`src/rtl/rv32v_lane_lsu_if.sv`:
```
// Request/response and data-memory bus for the vector lane load/store unit.
// The slave modport is the LSU; master is the requester plus memory side.
interface rv32v_lane_lsu_if #(
   parameter int LANES = 2,
   parameter int AW    = 32
);
   logic                  req_valid;
   logic                  req_ready;
   logic                  req_load;
   logic                  req_store;
   logic [LANES*AW-1:0]   req_addr;
   logic [LANES*32-1:0]   req_wdata;
   logic [1:0]            req_eew;
   logic                  req_sext;
   logic [LANES-1:0]      req_mask;
   logic [AW-1:0]         dmemaddr;
   logic [31:0]           dmemstore;
   logic                  ren;
   logic                  wen;
   logic [3:0]            byte_ena;
   logic                  dhit;
   logic [31:0]           dmemload;
   logic                  flush;
   logic                  rsp_valid;
   logic [LANES*32-1:0]   rsp_data;
   logic                  rsp_exc;
   logic                  busy;

   modport slave (
      input  req_valid, req_load, req_store, req_addr, req_wdata, req_eew, req_sext, req_mask,
      input  dhit, dmemload, flush,
      output req_ready, dmemaddr, dmemstore, ren, wen, byte_ena,
      output rsp_valid, rsp_data, rsp_exc, busy
   );

   modport master (
      output req_valid, req_load, req_store, req_addr, req_wdata, req_eew, req_sext, req_mask,
      output dhit, dmemload, flush,
      input  req_ready, dmemaddr, dmemstore, ren, wen, byte_ena,
      input  rsp_valid, rsp_data, rsp_exc, busy
   );
endinterface

```
`src/rtl/rv32v_lane_lsu.sv`:
```
// Vector lane load/store unit: walks the active lanes of one request through
// a single 32-bit data port, one word access per active lane.
//
// state  | meaning
// IDLE   | ready for a request
// ACCESS | word access for lane_q, held until dhit
// DONE   | one-cycle response pulse
module rv32v_lane_lsu #(
   parameter int LANES = 2,
   parameter int AW    = 32
) (
   input  logic                CLK,
   input  logic                nRST,
   rv32v_lane_lsu_if.slave     bus
);
   localparam int LW = (LANES > 1) ? $clog2(LANES) : 1;

   typedef enum logic [1:0] {IDLE, ACCESS, DONE} state_t;

   state_t           state_q, state_d;
   logic [LW-1:0]    lane_q, lane_d;
   logic [AW-1:0]    addr_q  [LANES];
   logic [31:0]      wdata_q [LANES];
   logic [31:0]      buf_q   [LANES];
   logic [1:0]       eew_q;
   logic             sext_q, load_q, store_q, exc_q;
   logic [LANES-1:0] mask_q;

   logic             accept, capture;
   logic             req_exc, req_any;
   logic [LW-1:0]    first_lane, next_lane;
   logic             has_next;
   logic [AW-1:0]    cur_addr;
   logic [31:0]      cur_wdata;
   logic [1:0]       off;
   logic [31:0]      load_shift, load_elem;
   logic [3:0]       lane_be;
   logic             ren_c, wen_c, rsp_valid_c, rsp_exc_c;
   logic [3:0]       be_c;

   // Request screening: reserved eew faults regardless of mask.
   always_comb begin
      req_exc    = (bus.req_eew == 2'd3);
      req_any    = |bus.req_mask;
      first_lane = '0;
      for (int i = LANES - 1; i >= 0; i--) begin
         if (bus.req_mask[i]) begin
            first_lane = LW'(i);
            if ((bus.req_eew == 2'd1 && bus.req_addr[i*AW]) ||
                (bus.req_eew == 2'd2 && bus.req_addr[i*AW +: 2] != 2'b00))
               req_exc = 1'b1;
         end
      end
   end

   always_comb begin
      has_next  = 1'b0;
      next_lane = '0;
      for (int i = LANES - 1; i >= 0; i--) begin
         if (mask_q[i] && (LW'(i) > lane_q)) begin
            has_next  = 1'b1;
            next_lane = LW'(i);
         end
      end
   end

   assign cur_addr   = addr_q[lane_q];
   assign cur_wdata  = wdata_q[lane_q];
   assign off        = cur_addr[1:0];
   assign load_shift = bus.dmemload >> {off, 3'b000};

   always_comb begin
      case (eew_q)
         2'd0:    load_elem = {{24{sext_q & load_shift[7]}},  load_shift[7:0]};
         2'd1:    load_elem = {{16{sext_q & load_shift[15]}}, load_shift[15:0]};
         default: load_elem = load_shift;
      endcase
   end

   always_comb begin
      case (eew_q)
         2'd0:    lane_be = 4'b0001 << off;
         2'd1:    lane_be = 4'b0011 << off;
         default: lane_be = 4'b1111;
      endcase
   end

   always_ff @(posedge CLK or negedge nRST) begin
      if (!nRST) begin
         state_q <= IDLE;
         lane_q  <= '0;
      end else begin
         state_q <= state_d;
         lane_q  <= lane_d;
      end
   end

   always_comb begin
      state_d     = state_q;
      lane_d      = lane_q;
      accept      = 1'b0;
      capture     = 1'b0;
      ren_c       = 1'b0;
      wen_c       = 1'b0;
      be_c        = 4'b0000;
      rsp_valid_c = 1'b0;
      rsp_exc_c   = 1'b0;
      case (state_q)
         IDLE: begin
            if (bus.req_valid && !bus.flush) begin
               accept = 1'b1;
               lane_d = first_lane;
               if (req_exc || !req_any) state_d = DONE;
               else                     state_d = ACCESS;
            end
         end
         ACCESS: begin
            ren_c = load_q;
            wen_c = store_q;
            be_c  = lane_be;
            if (bus.dhit) begin
               capture = load_q;
               if (has_next) lane_d  = next_lane;
               else          state_d = DONE;
            end
         end
         DONE: begin
            rsp_valid_c = 1'b1;
            rsp_exc_c   = exc_q;
            state_d     = IDLE;
         end
         default: state_d = IDLE;
      endcase
      // Flush beats everything, including a dhit landing in the same cycle.
      if (bus.flush) begin
         state_d = IDLE;
         capture = 1'b0;
      end
   end

   always_ff @(posedge CLK or negedge nRST) begin
      if (!nRST) begin
         for (int i = 0; i < LANES; i++) begin
            addr_q[i]  <= '0;
            wdata_q[i] <= '0;
            buf_q[i]   <= '0;
         end
         eew_q   <= '0;
         sext_q  <= 1'b0;
         load_q  <= 1'b0;
         store_q <= 1'b0;
         exc_q   <= 1'b0;
         mask_q  <= '0;
      end else if (accept) begin
         for (int i = 0; i < LANES; i++) begin
            addr_q[i]  <= bus.req_addr[i*AW +: AW];
            wdata_q[i] <= bus.req_wdata[i*32 +: 32];
            buf_q[i]   <= '0;
         end
         eew_q   <= bus.req_eew;
         sext_q  <= bus.req_sext;
         load_q  <= bus.req_load;
         store_q <= bus.req_store & ~bus.req_load;
         exc_q   <= req_exc;
         mask_q  <= bus.req_mask;
      end else if (capture) begin
         buf_q[lane_q] <= load_elem;
      end
   end

   for (genvar g = 0; g < LANES; g++) begin : g_rsp
      assign bus.rsp_data[g*32 +: 32] = buf_q[g];
   end

   assign bus.req_ready = (state_q == IDLE);
   assign bus.busy      = (state_q != IDLE);
   assign bus.dmemaddr  = {cur_addr[AW-1:2], 2'b00};
   assign bus.dmemstore = cur_wdata << {off, 3'b000};
   assign bus.ren       = ren_c;
   assign bus.wen       = wen_c;
   assign bus.byte_ena  = be_c;
   assign bus.rsp_valid = rsp_valid_c;
   assign bus.rsp_exc   = rsp_exc_c;
endmodule
```
`src/flat_wrapper.sv`:
```
// flat-port wrapper written by rule: the top's interface ports become plain ports
module rv32v_lane_lsu_flat 
#(
   parameter int LANES = 2,
   parameter int AW    = 32
)
  (CLK, nRST, bus_req_valid, bus_req_load, bus_req_store, bus_req_addr, bus_req_wdata, bus_req_eew, bus_req_sext, bus_req_mask, bus_dhit, bus_dmemload, bus_flush, bus_req_ready, bus_dmemaddr, bus_dmemstore, bus_ren, bus_wen, bus_byte_ena, bus_rsp_valid, bus_rsp_data, bus_rsp_exc, bus_busy);
  rv32v_lane_lsu_if #(.LANES(LANES), .AW(AW)) bus_i ();
  input  logic CLK;
  input  logic nRST;
  input wire logic [$bits(bus_i.req_valid)-1:0] bus_req_valid;
  input wire logic [$bits(bus_i.req_load)-1:0] bus_req_load;
  input wire logic [$bits(bus_i.req_store)-1:0] bus_req_store;
  input wire logic [$bits(bus_i.req_addr)-1:0] bus_req_addr;
  input wire logic [$bits(bus_i.req_wdata)-1:0] bus_req_wdata;
  input wire logic [$bits(bus_i.req_eew)-1:0] bus_req_eew;
  input wire logic [$bits(bus_i.req_sext)-1:0] bus_req_sext;
  input wire logic [$bits(bus_i.req_mask)-1:0] bus_req_mask;
  input wire logic [$bits(bus_i.dhit)-1:0] bus_dhit;
  input wire logic [$bits(bus_i.dmemload)-1:0] bus_dmemload;
  input wire logic [$bits(bus_i.flush)-1:0] bus_flush;
  output wire logic [$bits(bus_i.req_ready)-1:0] bus_req_ready;
  output wire logic [$bits(bus_i.dmemaddr)-1:0] bus_dmemaddr;
  output wire logic [$bits(bus_i.dmemstore)-1:0] bus_dmemstore;
  output wire logic [$bits(bus_i.ren)-1:0] bus_ren;
  output wire logic [$bits(bus_i.wen)-1:0] bus_wen;
  output wire logic [$bits(bus_i.byte_ena)-1:0] bus_byte_ena;
  output wire logic [$bits(bus_i.rsp_valid)-1:0] bus_rsp_valid;
  output wire logic [$bits(bus_i.rsp_data)-1:0] bus_rsp_data;
  output wire logic [$bits(bus_i.rsp_exc)-1:0] bus_rsp_exc;
  output wire logic [$bits(bus_i.busy)-1:0] bus_busy;
  assign bus_i.req_valid = bus_req_valid;
  assign bus_i.req_load = bus_req_load;
  assign bus_i.req_store = bus_req_store;
  assign bus_i.req_addr = bus_req_addr;
  assign bus_i.req_wdata = bus_req_wdata;
  assign bus_i.req_eew = bus_req_eew;
  assign bus_i.req_sext = bus_req_sext;
  assign bus_i.req_mask = bus_req_mask;
  assign bus_i.dhit = bus_dhit;
  assign bus_i.dmemload = bus_dmemload;
  assign bus_i.flush = bus_flush;
  assign bus_req_ready = bus_i.req_ready;
  assign bus_dmemaddr = bus_i.dmemaddr;
  assign bus_dmemstore = bus_i.dmemstore;
  assign bus_ren = bus_i.ren;
  assign bus_wen = bus_i.wen;
  assign bus_byte_ena = bus_i.byte_ena;
  assign bus_rsp_valid = bus_i.rsp_valid;
  assign bus_rsp_data = bus_i.rsp_data;
  assign bus_rsp_exc = bus_i.rsp_exc;
  assign bus_busy = bus_i.busy;
  rv32v_lane_lsu #(.LANES(LANES), .AW(AW)) u_core (.CLK(CLK), .nRST(nRST), .bus(bus_i));
endmodule
```
`config.mk`:
```
export PLATFORM = sky130hd
export DESIGN_NAME = rv32v_lane_lsu_flat
export DESIGN_NICKNAME = d
export VERILOG_FILES = /design/src/rtl/rv32v_lane_lsu_if.sv /design/src/rtl/rv32v_lane_lsu.sv /design/src/flat_wrapper.sv
export SDC_FILE = /design/constraint.sdc
export NUM_CORES = 1
export LEC_CHECK = 0
export CORE_ASPECT_RATIO = 2
export CORE_MARGIN = 2
export CORE_UTILIZATION = 40
export DETAILED_ROUTE_END_ITERATION = 10
export PLACE_DENSITY = 0.73
export SYNTH_ARGS = -nofsm -noshare
export SYNTH_HDL_FRONTEND = slang
export SYNTH_SLANG_ARGS = --single-unit
export TNS_END_PERCENT = 10
```
`constraint.sdc`:
```
create_clock -name CLK -period 2.55 [get_ports CLK]
set_clock_uncertainty 0.1 [all_clocks]
set_input_delay 0.51 -clock CLK [delete_from_list [all_inputs] [get_ports CLK]]
set_output_delay 0.51 -clock CLK [all_outputs]
set_load 0.03 [all_outputs]
```
---- Word level (Yosys, flattened, before mapping) ----
Index checks and enable logic that the tools add are counted.
operators by class
  shifts and indexed selects .............. 4
  equal/unequal tests ..................... 12
  multiplexer cells ....................... 42
  bitwise gates (word level) .............. 5
  order comparisons ....................... 4
  reduce and logical (&&, ||, !) cells .... 23
operators with widths
  operator             number
  $mux 32              7
  $mux 64              2
  $bwmux 64            1
  $pmux 32 s2          1
  $demux 32 s1         1
  $shl 32x5->32        1
  $shr 32x5->32        1
  $mux 1               21
  $mux 2               5
  $reduce_bool 2->1    5
  $logic_and 1x1->1    8
  $pmux 4 s2           1
  $eq 2x1->1 const B   3
  $eq 2x2->1 const B   3
  $ne 3x3->1 const B   2
  $logic_not 2->1      2
  $mux 4               1
  $ne 2x1->1 const B   2
  $pmux 2 s2           1
  $reduce_and 4->1     1
  $shl 1x2->4 const A  1
  $shl 2x2->4 const A  1
  $and 1x1->1          3
  $logic_or 1x1->1     3
  other kinds (11)     13
storage, ports and cells
  output and inout bits ................... 138
  register bits ........................... 203
  word-level logic and storage cells ...... 104
  bits of input ports ..................... 172

---- Longest topological paths before layout ----
  word-level depth ........................ 12
  mapped depth ............................ 8
  mapped depth without buffers ............ 5

---- Least setup slack after synthesis ----
Ideal clock, no wire load.
  kind .................................... register to output
  from .................................... register u_core.lane_q
  to ...................................... output bus_dmemstore[26]
  path slack .............................. -209 ps
  buffers on the path ..................... 4
  data required time ...................... 1940 ps
  data arrival time ....................... 2149 ps
  cell stages (with the launch flop) ...... 8
  path through ............................ dfrtp_1 -> buf_6 -> mux2i_4 -> buf_6 -> buf_2 -> buf_2 -> a211oi_1 -> o31ai_1
between the ends
  longest elaborated chain between the ends .. 5
  elaborated cells between the ends (all ways) .. 8
  those cells by class .................... 1 x shift; 6 x mux; 1 x bitwise
ends and longest elaborated chain
  what                                            RTL line                                    RTL
  start, declared                                 rv32v_lane_lsu.sv:21                        logic [LW-1:0] lane_q, lane_d;
  start signal, assigned                          rv32v_lane_lsu.sv:94                        lane_q <= lane_d;
  $not 1->2 (not written as such) *               rv32v_lane_lsu.sv:67, rv32v_lane_lsu.sv:68
  $mux 32, on equally long branches (3 in a row)  rv32v_lane_lsu.sv:68, rv32v_lane_lsu.sv:67
  $shl 32x5->32 *                                 rv32v_lane_lsu.sv:178                       assign bus.dmemstore = cur_wdata << {off, 3'b000};
  end, declared                                   flat_wrapper.sv:24                          output wire logic [$bits(bus_i.dmemstore)-1:0] bus_dmemstore;
Every way passes the cells marked *; elsewhere a longest branch is shown, timed or not. The select of a mux whose other input is x is not followed.

---- Worst setup path in the final report ----
  from .................................... register u_core.lane_q
  to ...................................... output bus_dmemstore[30]
The elaborated chain is that of the path after synthesis.

==> results.toml <==
[sta]
finalSetupViolCount = 78
relSlewSlack = 0.587
rsz0062_at_grt = "yes"
worst_pin_slew_ps = 620
fin_ws_ps = -388
finalCritPeriodShare = 1.15
fmax_mhz = 340
hold_viol_final = 0
period_needed_ps = 2940
fin_tns_setup_ps = -9630
slew_violations = 0

[critical_path]
crit_arrival_ps = 2330
crit_start = "u_core.lane_q"
startpoint_type = "flip-flop"
r2r_setup_slack_ps = -100
r2r_start = "u_core.lane_q"
critPathKind = "flip-flop to primary output"
worstPathRequired_ps = 1940
cp-end-kind = "primary output"
cp_max_fo = 7

[finish]
stdcell_area_sq_um = 14800
nets = 1560
multiInputGateArea_sq_um = 4730
synthToLayoutAreaGrowth_pct = 48.1
stdcell_count = 1735
ff_latch_area_sq_um = 5060
nFillCells = 2165
final_layout_size_suffix_gt1_frac = 0.180

[placed_design]
hpwlAfterDp_um = 23600
dp.cells = 1681
gp_congestion = 0.896
port_buffers = 307
place_area_sq_um = 13700
post-place-ws_ps = -155

[power_and_ir_drop]
p_sw_frac = 0.373
p_int_mw = 7.77
p_comb_frac = 0.434
seqPwrFrac = 0.329
clockPowerShare = 0.237
switchingPower_mw = 4.62
static-leakage-power_nw = 6.89
powerDensity_nw_per_um2 = 839
power_mw = 12.4
ir_worst_vdd_mv = 0.546

[min_path]
min-delay-start = "u_core.addr_q[2]"
hold_path_class = "flip-flop to flip-flop"

[clock_tree]
clock_sinks = 202
cts_tree = "yes"
cts_buffer_depth = 3
clk_latency_ps = 500
ctsHtreeMaxLevel = 1
cts_buffers = 19
ctsRootBufferMaster = "clkbuf_16"
clk_pin_slew_ps = 70

[flow_run]
cap_violations = 0

[logic_synthesis]
yosysWarningCount = 0
synth_edf_count = 0
netlist_area_sq_um = 9980
yosys.cell_count.top_type = "nand2_1"
yosys-top-cells-area = "dfrtp_1 51%, nand2_1 17%, mux2i_1 5.4%"
synth_cells = 1075
synthArstFlopShare = 1.00
ys_ff_latch = 202
synth_area_per_cell_sq_um = 9.28
seq_area_frac_synth = 0.507
yosys.area.top_type = "dfrtp_1"
ys_top_cells_by_count = "444 x nand2_1, 202 x dfrtp_1, 54 x mux2i_1, 48 x clkbuf_1, 39 x mux2_2"
synthFlopType = "dfrtp_1"
yosysUniqueCellTypes = 50
yosysTopAreaCellShare = 0.507

[routing]
first_pass_iters = 5
drt-wirelength-per-cell_um = 19.0
num_vias = 8985
drc_errors = 0
drtAntennaViolNets = 0
drtIter0Drc = 641
post_drt_via_cell_ratio = 5.18
wl_um = 33000

[die]
coreArea_sq_um = 24500
row_count = 81
die_h_um = 227
die-area_sq_um = 26300
dieWidth_um = 116
start_util = 0.407
pin_count = 310

[grt]
grt_pass1_vias = 9392
grt_overflow = 0
grt_max_degree = 135
grt_pass1_wl_um = 51200
gr-usage-all-layers = 0.250
antenna_found_initial = 3

[run_status]
status = "complete, but fails checks"
violations = "negative setup slack"
-- sequential cells by signal, summed over array words and instances, names as in the netlist --
register	cells
u_core.addr_q	64
u_core.bus.rsp_data	64
u_core.wdata_q	64
u_core.eew_q	2
u_core.state_q	2
u_core.exc_q	1
u_core.lane_q	1
u_core.load_q	1
u_core.mask_q	1
u_core.sext_q	1
u_core.store_q	1
-- critical path: stages, from the launching register on --
cell and delay [ps]:
dfrtp_4 500, mux2i_4 320, buf_12 170, mux4_2 510
nand2_2 90, o31ai_2 90, buf_12 150
-- stage by stage --
stage	hold WS, ps	utilization
after CTS	375	0.594
after floorplan	114	-
after global routing	398	0.602
after detailed placement	359	0.557
final	372	0.602
after global placement	354	0.557
-- layer usage --
layer / track usage / share of wire / up-vias
met2: 0.452 / 0.53 / 335
li1: - / - / 4241
met5: 0 / 0 / -
met3: 0.0373 / 0.055 / 93
met4: 0.132 / 0.056 / 0
met1: 0.279 / 0.36 / 4316
-- kinds of logic (layout without fill, tap and decap cells) --
family | Yosys count | in the layout | synth area share
other | 1 | 6 | 0.000376
multiplexers | 104 | 104 | 0.122
buffers and inverters | 89 | 412 | 0.0400
AND/OR/NAND/NOR | 519 | 519 | 0.211
AO/OA/AOI/OAI | 160 | 160 | 0.120
flip-flops | 202 | 202 | 0.507
-- what timing repair did --
item | in CTS | in global routing
pin swaps | 4 | 8
resized for setup | 168 | 39
endpoints found under the hold margin | 51 | 0
hold buffers | 1 | 0
gates cloned | 2 | 2
endpoints found under the setup margin | 87 | 90
setup buffers | 6 | 8
-- placed cells by master, fill, tap and decap left out, types with 3 or more instances in the layout --
cell             Yosys  layout
o31ai_2              0       3
diode_2              0       4
nand3_1              4       4
nor2_1              24      19
bufinv_16            0       3
buf_12               0      22
clkbuf_16            0      21
clkinv_2             0       3
dfrtp_1            202     199
clkdlybuf4s50_1      0     235
a211oi_1            30      24
a22o_1              34      34
a311oi_2             0       8
inv_1               11       6
o22ai_1              9       8
inv_2                0       5
a211oi_2             0       6
nand2_1            444     441
mux2i_1             54      53
nor2_2               0       5
clkbuf_1            48       4
nor2b_1             22      22
o21ai_0             35      32
dlygate4sd2_1        0      11
nand2_2              1       3
mux2_2              39      39
clkdlybuf4s15_2      0      23
buf_6                4      16
a32o_1              16      16
buf_4                4      53
nand2b_1             7       7
a21oi_1             12      11
mux4_2               8       8
-- power by group through the flow --
stage                     sequential [mW]  clock (mW)  combinational, mW
after detailed placement             4.11           0               4.97
after global routing                 4.13        3.14               5.74
after global placement               4.09           0               4.91
final                                4.08        2.94               5.38
after CTS                            4.07        3.01               5.22
after floorplan                      4.07           0               2.90
-- path summary, 6_finish.rpt --
path	endpoint	cells after the start
min in group asynchronous	u_core.bus.rsp_data[15]	2
worst min register to register	u_core.addr_q[2]	2
worst max register to register	u_core.bus.rsp_data[13]	7
worst min-delay path	u_core.addr_q[2]	2
worst max-delay path	bus_dmemstore[30]	6
max in group asynchronous	u_core.addr_q[42]	3
-- final cells by class --
class,instances,share of cell area
multi-input combinational,785,0.320
inverter,11,0.00279
timing repair buffer,369,0.264
sequential,202,0.343
clock inverter,8,0.00821
clock buffer,24,0.0341
antenna,4,0.000677
tap,332,0.0281
Note: power is estimated with default switching activity, not from simulation.
